File: src/rtl/circuit_delay_pipe_if.sv
// Operand/result bundle for the two-gate delay-path model.
interface circuit_delay_pipe_if #(
  parameter int unsigned WIDTH = 1,
  parameter int unsigned CNT_W = 8
);
  logic [WIDTH-1:0] a;
  logic [WIDTH-1:0] b;
  logic             clr_cnt;
  logic [WIDTH-1:0] c;
  logic [WIDTH-1:0] c_ideal;
  logic             c_valid;
  logic [WIDTH-1:0] mismatch;
  logic [CNT_W-1:0] mism_cnt;
  logic             cnt_sat;

  modport master (
    output a, b, clr_cnt,
    input  c, c_ideal, c_valid, mismatch, mism_cnt, cnt_sat
  );

  modport slave (
    input  a, b, clr_cnt,
    output c, c_ideal, c_valid, mismatch, mism_cnt, cnt_sat
  );
endinterface

File: src/rtl/circuit_delay_pipe.sv
// Clocked model of w = a & b, c = w | b with per-gate cycle delays; the real result
// is compared against an ideally aligned copy and hazard cycles are counted.
module circuit_delay_pipe #(
  parameter int unsigned WIDTH = 1,
  parameter int unsigned D1    = 5,
  parameter int unsigned D2    = 1,
  parameter int unsigned CNT_W = 8
) (
  input  logic                clk,
  input  logic                rst,
  circuit_delay_pipe_if.slave bus
);
  localparam int unsigned TOTAL  = D1 + D2;
  localparam int unsigned FILL_W = $clog2(TOTAL + 1);
  localparam logic [CNT_W-1:0] CNT_MAX = '1;

  logic [WIDTH-1:0]  w_pipe     [D1];
  logic [WIDTH-1:0]  c_pipe     [D2];
  logic [WIDTH-1:0]  ideal_pipe [TOTAL];
  logic [FILL_W-1:0] fill_cnt;
  logic [CNT_W-1:0]  mism_cnt;
  logic              cnt_sat;
  logic              c_valid;
  logic [WIDTH-1:0]  or_in;
  logic [WIDTH-1:0]  mismatch;

  // Second gate sees the delayed AND result but the current b: the hazard path.
  assign or_in    = w_pipe[D1-1] | bus.b;
  assign c_valid  = (fill_cnt == FILL_W'(TOTAL));
  assign mismatch = c_valid ? (c_pipe[D2-1] ^ ideal_pipe[TOTAL-1]) : '0;

  assign bus.c        = c_pipe[D2-1];
  assign bus.c_ideal  = ideal_pipe[TOTAL-1];
  assign bus.c_valid  = c_valid;
  assign bus.mismatch = mismatch;
  assign bus.mism_cnt = mism_cnt;
  assign bus.cnt_sat  = cnt_sat;

  // First-gate (AND) delay line.
  always_ff @(posedge clk) begin
    if (rst) begin
      for (int i = 0; i < int'(D1); i++) w_pipe[i] <= '0;
    end else begin
      w_pipe[0] <= bus.a & bus.b;
      for (int i = 1; i < int'(D1); i++) w_pipe[i] <= w_pipe[i-1];
    end
  end

  // Second-gate (OR) delay line producing the real result.
  always_ff @(posedge clk) begin
    if (rst) begin
      for (int i = 0; i < int'(D2); i++) c_pipe[i] <= '0;
    end else begin
      c_pipe[0] <= or_in;
      for (int i = 1; i < int'(D2); i++) c_pipe[i] <= c_pipe[i-1];
    end
  end

  // Ideal result delayed by the full path latency.
  always_ff @(posedge clk) begin
    if (rst) begin
      for (int i = 0; i < int'(TOTAL); i++) ideal_pipe[i] <= '0;
    end else begin
      ideal_pipe[0] <= (bus.a & bus.b) | bus.b;
      for (int i = 1; i < int'(TOTAL); i++) ideal_pipe[i] <= ideal_pipe[i-1];
    end
  end

  // Fill counter: saturates once every stage holds post-reset data.
  always_ff @(posedge clk) begin
    if (rst) begin
      fill_cnt <= '0;
    end else if (!c_valid) begin
      fill_cnt <= fill_cnt + FILL_W'(1);
    end
  end

  // Hazard counter: clear beats increment; sticks at all-ones.
  always_ff @(posedge clk) begin
    if (rst) begin
      mism_cnt <= '0;
      cnt_sat  <= 1'b0;
    end else if (bus.clr_cnt) begin
      mism_cnt <= '0;
      cnt_sat  <= 1'b0;
    end else if (c_valid && (|mismatch) && !cnt_sat) begin
      mism_cnt <= mism_cnt + CNT_W'(1);
      if (mism_cnt == CNT_MAX - CNT_W'(1)) cnt_sat <= 1'b1;
    end
  end
endmodule

File: src/flat_wrapper.sv
// flat-port wrapper written by rule: the top's interface ports become plain ports
module circuit_delay_pipe_flat 
#(
  parameter int unsigned WIDTH = 1,
  parameter int unsigned D1    = 5,
  parameter int unsigned D2    = 1,
  parameter int unsigned CNT_W = 8
)
  (clk, rst, bus_a, bus_b, bus_clr_cnt, bus_c, bus_c_ideal, bus_c_valid, bus_mismatch, bus_mism_cnt, bus_cnt_sat);
  circuit_delay_pipe_if #(.WIDTH(WIDTH), .CNT_W(CNT_W)) bus_i ();
  input  logic clk;
  input  logic rst;
  input wire logic [$bits(bus_i.a)-1:0] bus_a;
  input wire logic [$bits(bus_i.b)-1:0] bus_b;
  input wire logic [$bits(bus_i.clr_cnt)-1:0] bus_clr_cnt;
  output wire logic [$bits(bus_i.c)-1:0] bus_c;
  output wire logic [$bits(bus_i.c_ideal)-1:0] bus_c_ideal;
  output wire logic [$bits(bus_i.c_valid)-1:0] bus_c_valid;
  output wire logic [$bits(bus_i.mismatch)-1:0] bus_mismatch;
  output wire logic [$bits(bus_i.mism_cnt)-1:0] bus_mism_cnt;
  output wire logic [$bits(bus_i.cnt_sat)-1:0] bus_cnt_sat;
  assign bus_i.a = bus_a;
  assign bus_i.b = bus_b;
  assign bus_i.clr_cnt = bus_clr_cnt;
  assign bus_c = bus_i.c;
  assign bus_c_ideal = bus_i.c_ideal;
  assign bus_c_valid = bus_i.c_valid;
  assign bus_mismatch = bus_i.mismatch;
  assign bus_mism_cnt = bus_i.mism_cnt;
  assign bus_cnt_sat = bus_i.cnt_sat;
  circuit_delay_pipe #(.WIDTH(WIDTH), .D1(D1), .D2(D2), .CNT_W(CNT_W)) u_core (.clk(clk), .rst(rst), .bus(bus_i));
endmodule
File: config.mk
export PLATFORM = sky130hd
export DESIGN_NAME = circuit_delay_pipe_flat
export DESIGN_NICKNAME = d
export VERILOG_FILES = /design/src/rtl/circuit_delay_pipe_if.sv /design/src/rtl/circuit_delay_pipe.sv /design/src/flat_wrapper.sv
export SDC_FILE = /design/constraint.sdc
export NUM_CORES = 1
export LEC_CHECK = 0
export ABC_AREA = 1
export BUFFER_PORTS_ARGS = -buffer_cell sky130_fd_sc_hd__buf_2
export CORE_MARGIN = 2
export CORE_UTILIZATION = 52
export DETAILED_ROUTE_END_ITERATION = 10
export GPL_ROUTABILITY_DRIVEN = 0
export PLACE_DENSITY = 0.75
export SETUP_SLACK_MARGIN = 0.05
export SLEW_MARGIN = 10
export SYNTH_ARGS = -nofsm -noshare
export SYNTH_HDL_FRONTEND = slang
export SYNTH_SLANG_ARGS = --single-unit
File: constraint.sdc
create_clock -name clk -period 1.4 [get_ports clk]
set_input_delay 0.07 -clock clk [delete_from_list [all_inputs] [get_ports clk]]
set_output_delay 0.07 -clock clk [all_outputs]
set_load 0.01 [all_outputs]
==> metrics.cfg <==
[min_path]
hp-class = primary input to flop
whs_path_depth = 4
whs_endpoint = u_core.bus.mism_cnt[7]
min-delay-start = bus_clr_cnt

[pwr]
ir_worst_vdd_v = 0.0009548
p_switching_w = 0.0002615
p_int_w = 0.001030
p_comb_frac = 0.061
fin_total_pwr_w = 0.001292
power.share.clock = 0.385
powerDensity_nw_per_um2 = 1021
seqPwrFrac = 0.554
swShare = 0.2024
power.leakage_nw = 0.5460

[run]
cap_violations = 0

[placement]
dp_cells = 163
hpwl_um = 1194
pre_cts_ws_ns = 0.01818
post_dp_cell_area_um2 = 1086
numPortBuffers = 17

[global_routing]
grt_pass1_vias = 695
grt-ovfl-total = 0
grt_max_degree = 16
track_usage = 0.1809
antenna_found_initial = 0
grt_pass1_wl_um = 2766

[cts]
path_clk_slew_ns = 0.13
cts_max_path_buffers = 2
cts_root_buf = clkbuf_4
numCtsBuffers = 3
clk-insertion-delay-late_ns = 0.32
cts_sinks = 24
htreeDepth = 1
cts_tree = done

[detailed_routing]
drtAntennaViolNets = 0
wire_per_inst_um = 10.72
drt_wl_total_um = 1886
drc = 0
initialDrtViolationCount = 11
drt_pass1_iterations = 4
vias_per_cell = 4.784
vias = 842

[worst_setup_path]
reg2reg_to = u_core.bus.mism_cnt[6]
reg2regPathDepth = 6
critPathArrivalTime_ns = 1.21
path_max_fanout = 3
crit_chain = inv_2, ha_4, nand2_4, clkinv_4, nand3_4, inv_2, buf_2
cp.required_ns = 1.33
critPathMaxStageDelay_ns = 0.36
cp_top_family = flip-flops
start_kind = flop
path_common_cell = inv_2
r2r_slack_ns = 0.13
reg2reg_from = u_core.bus.mism_cnt[1]
worst_path_max_delay_cell = dfxtp_2
path_buf_inv = 4
critPathKind = flop to primary output
end_kind = primary output

[synthesis]
ys_warn_count = 0
synthTopCellsByArea = dfxtp_1, nand2_1, inv_1
synthDistinctLibCells = 19
synth_seq_cells = 24
syn-cell-area_um2 = 973.4
syn_nets = 131
synth_top_area_frac = 0.4936
synth_area_leader_cell = dfxtp_1
synth-seq-area-share = 0.4936
avgSynthCellArea_um2 = 7.979
synthCells = 122

[cells_and_area]
diodes = 0
area_growth_pct = 29.95
layout-drive-gt1-share = 0.2781
layout_commonest_cell = nand2_1
fin_cells = 176
nFillCells = 143
most-common-layout-cells = nand2_1, dfxtp_1, inv_1, nor2_1, buf_2
finalNetCount = 161
finalInstanceArea_um2 = 1265

[die]
dieWidth_um = 47.27
fp-row-count = 15
ios = 18
die_h_um = 47.27
start_util = 0.5577
die-area_um2 = 2234
core_um2 = 1745

[timing]
hold_viol = 0
relSlewSlack = 0.7647
fin_ws_ns = 0.1198
final.setup.tns_ns = 0
fmax_ghz = 0.7811
skew_ns = 0.009315
fin_crit_sh = 0.9144
slew_viol_final = 0
final.min_clock_period_ns = 1.280
tightest_slew_ns = 0.3525
rsz0062_at_grt = false
setup_viol = 0

[run_status]
status = completed

[state kept, by name (all words and copies together) (netlist names)]
name,count
u_core.ideal_pipe,6
u_core.w_pipe,5
u_core.c_pipe,1
u_core.bus.mism_cnt,8
u_core.bus.cnt_sat,1
u_core.fill_cnt,3
[power groups by stage]
stage | Sequential (W) | Combinational (W) | Clock (W)
after floorplan | 0.000725 | 0.0000368 | 0
after global placement | 0.000725 | 0.0000517 | 0
after detailed placement | 0.000726 | 0.0000542 | 0
after CTS | 0.000710 | 0.0000673 | 0.000509
after global routing | 0.000717 | 0.0000902 | 0.000531
final | 0.000715 | 0.0000792 | 0.000498
[Yosys cell counts, drive strengths merged]
cell type   n
and3        1
clkinv      1
xor2        1
nor3        2
dfxtp      24
clkbuf      1
nor2       19
inv        20
ha          4
o21ai       3
a21oi      11
nand2      25
nand3       6
nand4       1
xnor2       3
[what timing repair did]
item / 4_1_cts / 5_1_grt
resized for setup: 3 / 11
gates cloned: 0 / 1
endpoints found under the hold margin: 3 / 0
setup endpoints to repair: 4 / 9
buffers inserted: 3 / 2
hold buffers: 3 / 0
pin swaps: 1 / 3
[metrics by stage]
stage                     utilization  hold slack, ns
final                          0.7247        0.008852
after global routing           0.7247         0.03498
after CTS                      0.6867         0.01375
after detailed placement       0.6222          0.3010
after global placement         0.6222          0.3015
after floorplan                     -          0.1391
[worst reg2reg max path, delay by kind of cell (launching register included)]
kind / cells / cell delay (ns)
AND/OR/NAND/NOR: 5 / 0.54
adder cells (fa/ha/maj): 1 / 0.21
flip-flops: 1 / 0.44
[kinds of logic after synthesis]
kind of cell,count (synthesis),synth area share
fa+ha+maj,4,0.05142
buf+inv,22,0.08611
flops,24,0.4936
simple gates,54,0.2609
xor+xnor,4,0.03600
compound gates,14,0.07197
[layer usage]
layer	wire, um	up-vias	GRT usage
li1	-	436	-
met1	865	385	0.2201
met2	933	18	0.2892
met3	63	3	0.04615
met4	25	0	0.1000
met5	0	-	0
[cell type report]
cell class | instances | area (um^2) | share of cell area
clock buffers | 3 | 22.52 | 0.01780
clock inverters | 1 | 30.03 | 0.02374
inverters | 21 | 83.83 | 0.06627
multi-input cells | 77 | 457.9 | 0.3620
flip-flops and latches | 24 | 483.0 | 0.3818
well taps | 25 | 31.28 | 0.02473
repair buffers | 25 | 156.4 | 0.1236
[worst max path at each step]
| stage | cells past startpoint | slack [ns] | from | to |
|---|---|---|---|---|
| after floorplan | 7 | 0.12 | u_core.fill_cnt[0] | u_core.bus.mism_cnt[1] |
| after CTS | 7 | 0.06 | u_core.fill_cnt[0] | bus_mismatch |
| after detailed placement | 7 | 0.02 | u_core.fill_cnt[0] | u_core.bus.mism_cnt[1] |
| after global routing | 6 | 0.04 | u_core.bus.mism_cnt[1] | u_core.bus.mism_cnt[6] |
| after global placement | 7 | 0.09 | u_core.fill_cnt[0] | u_core.bus.mism_cnt[1] |
| final | 7 | 0.12 | u_core.fill_cnt[0] | bus_mismatch |
Note: power is estimated with default switching activity, not from simulation.
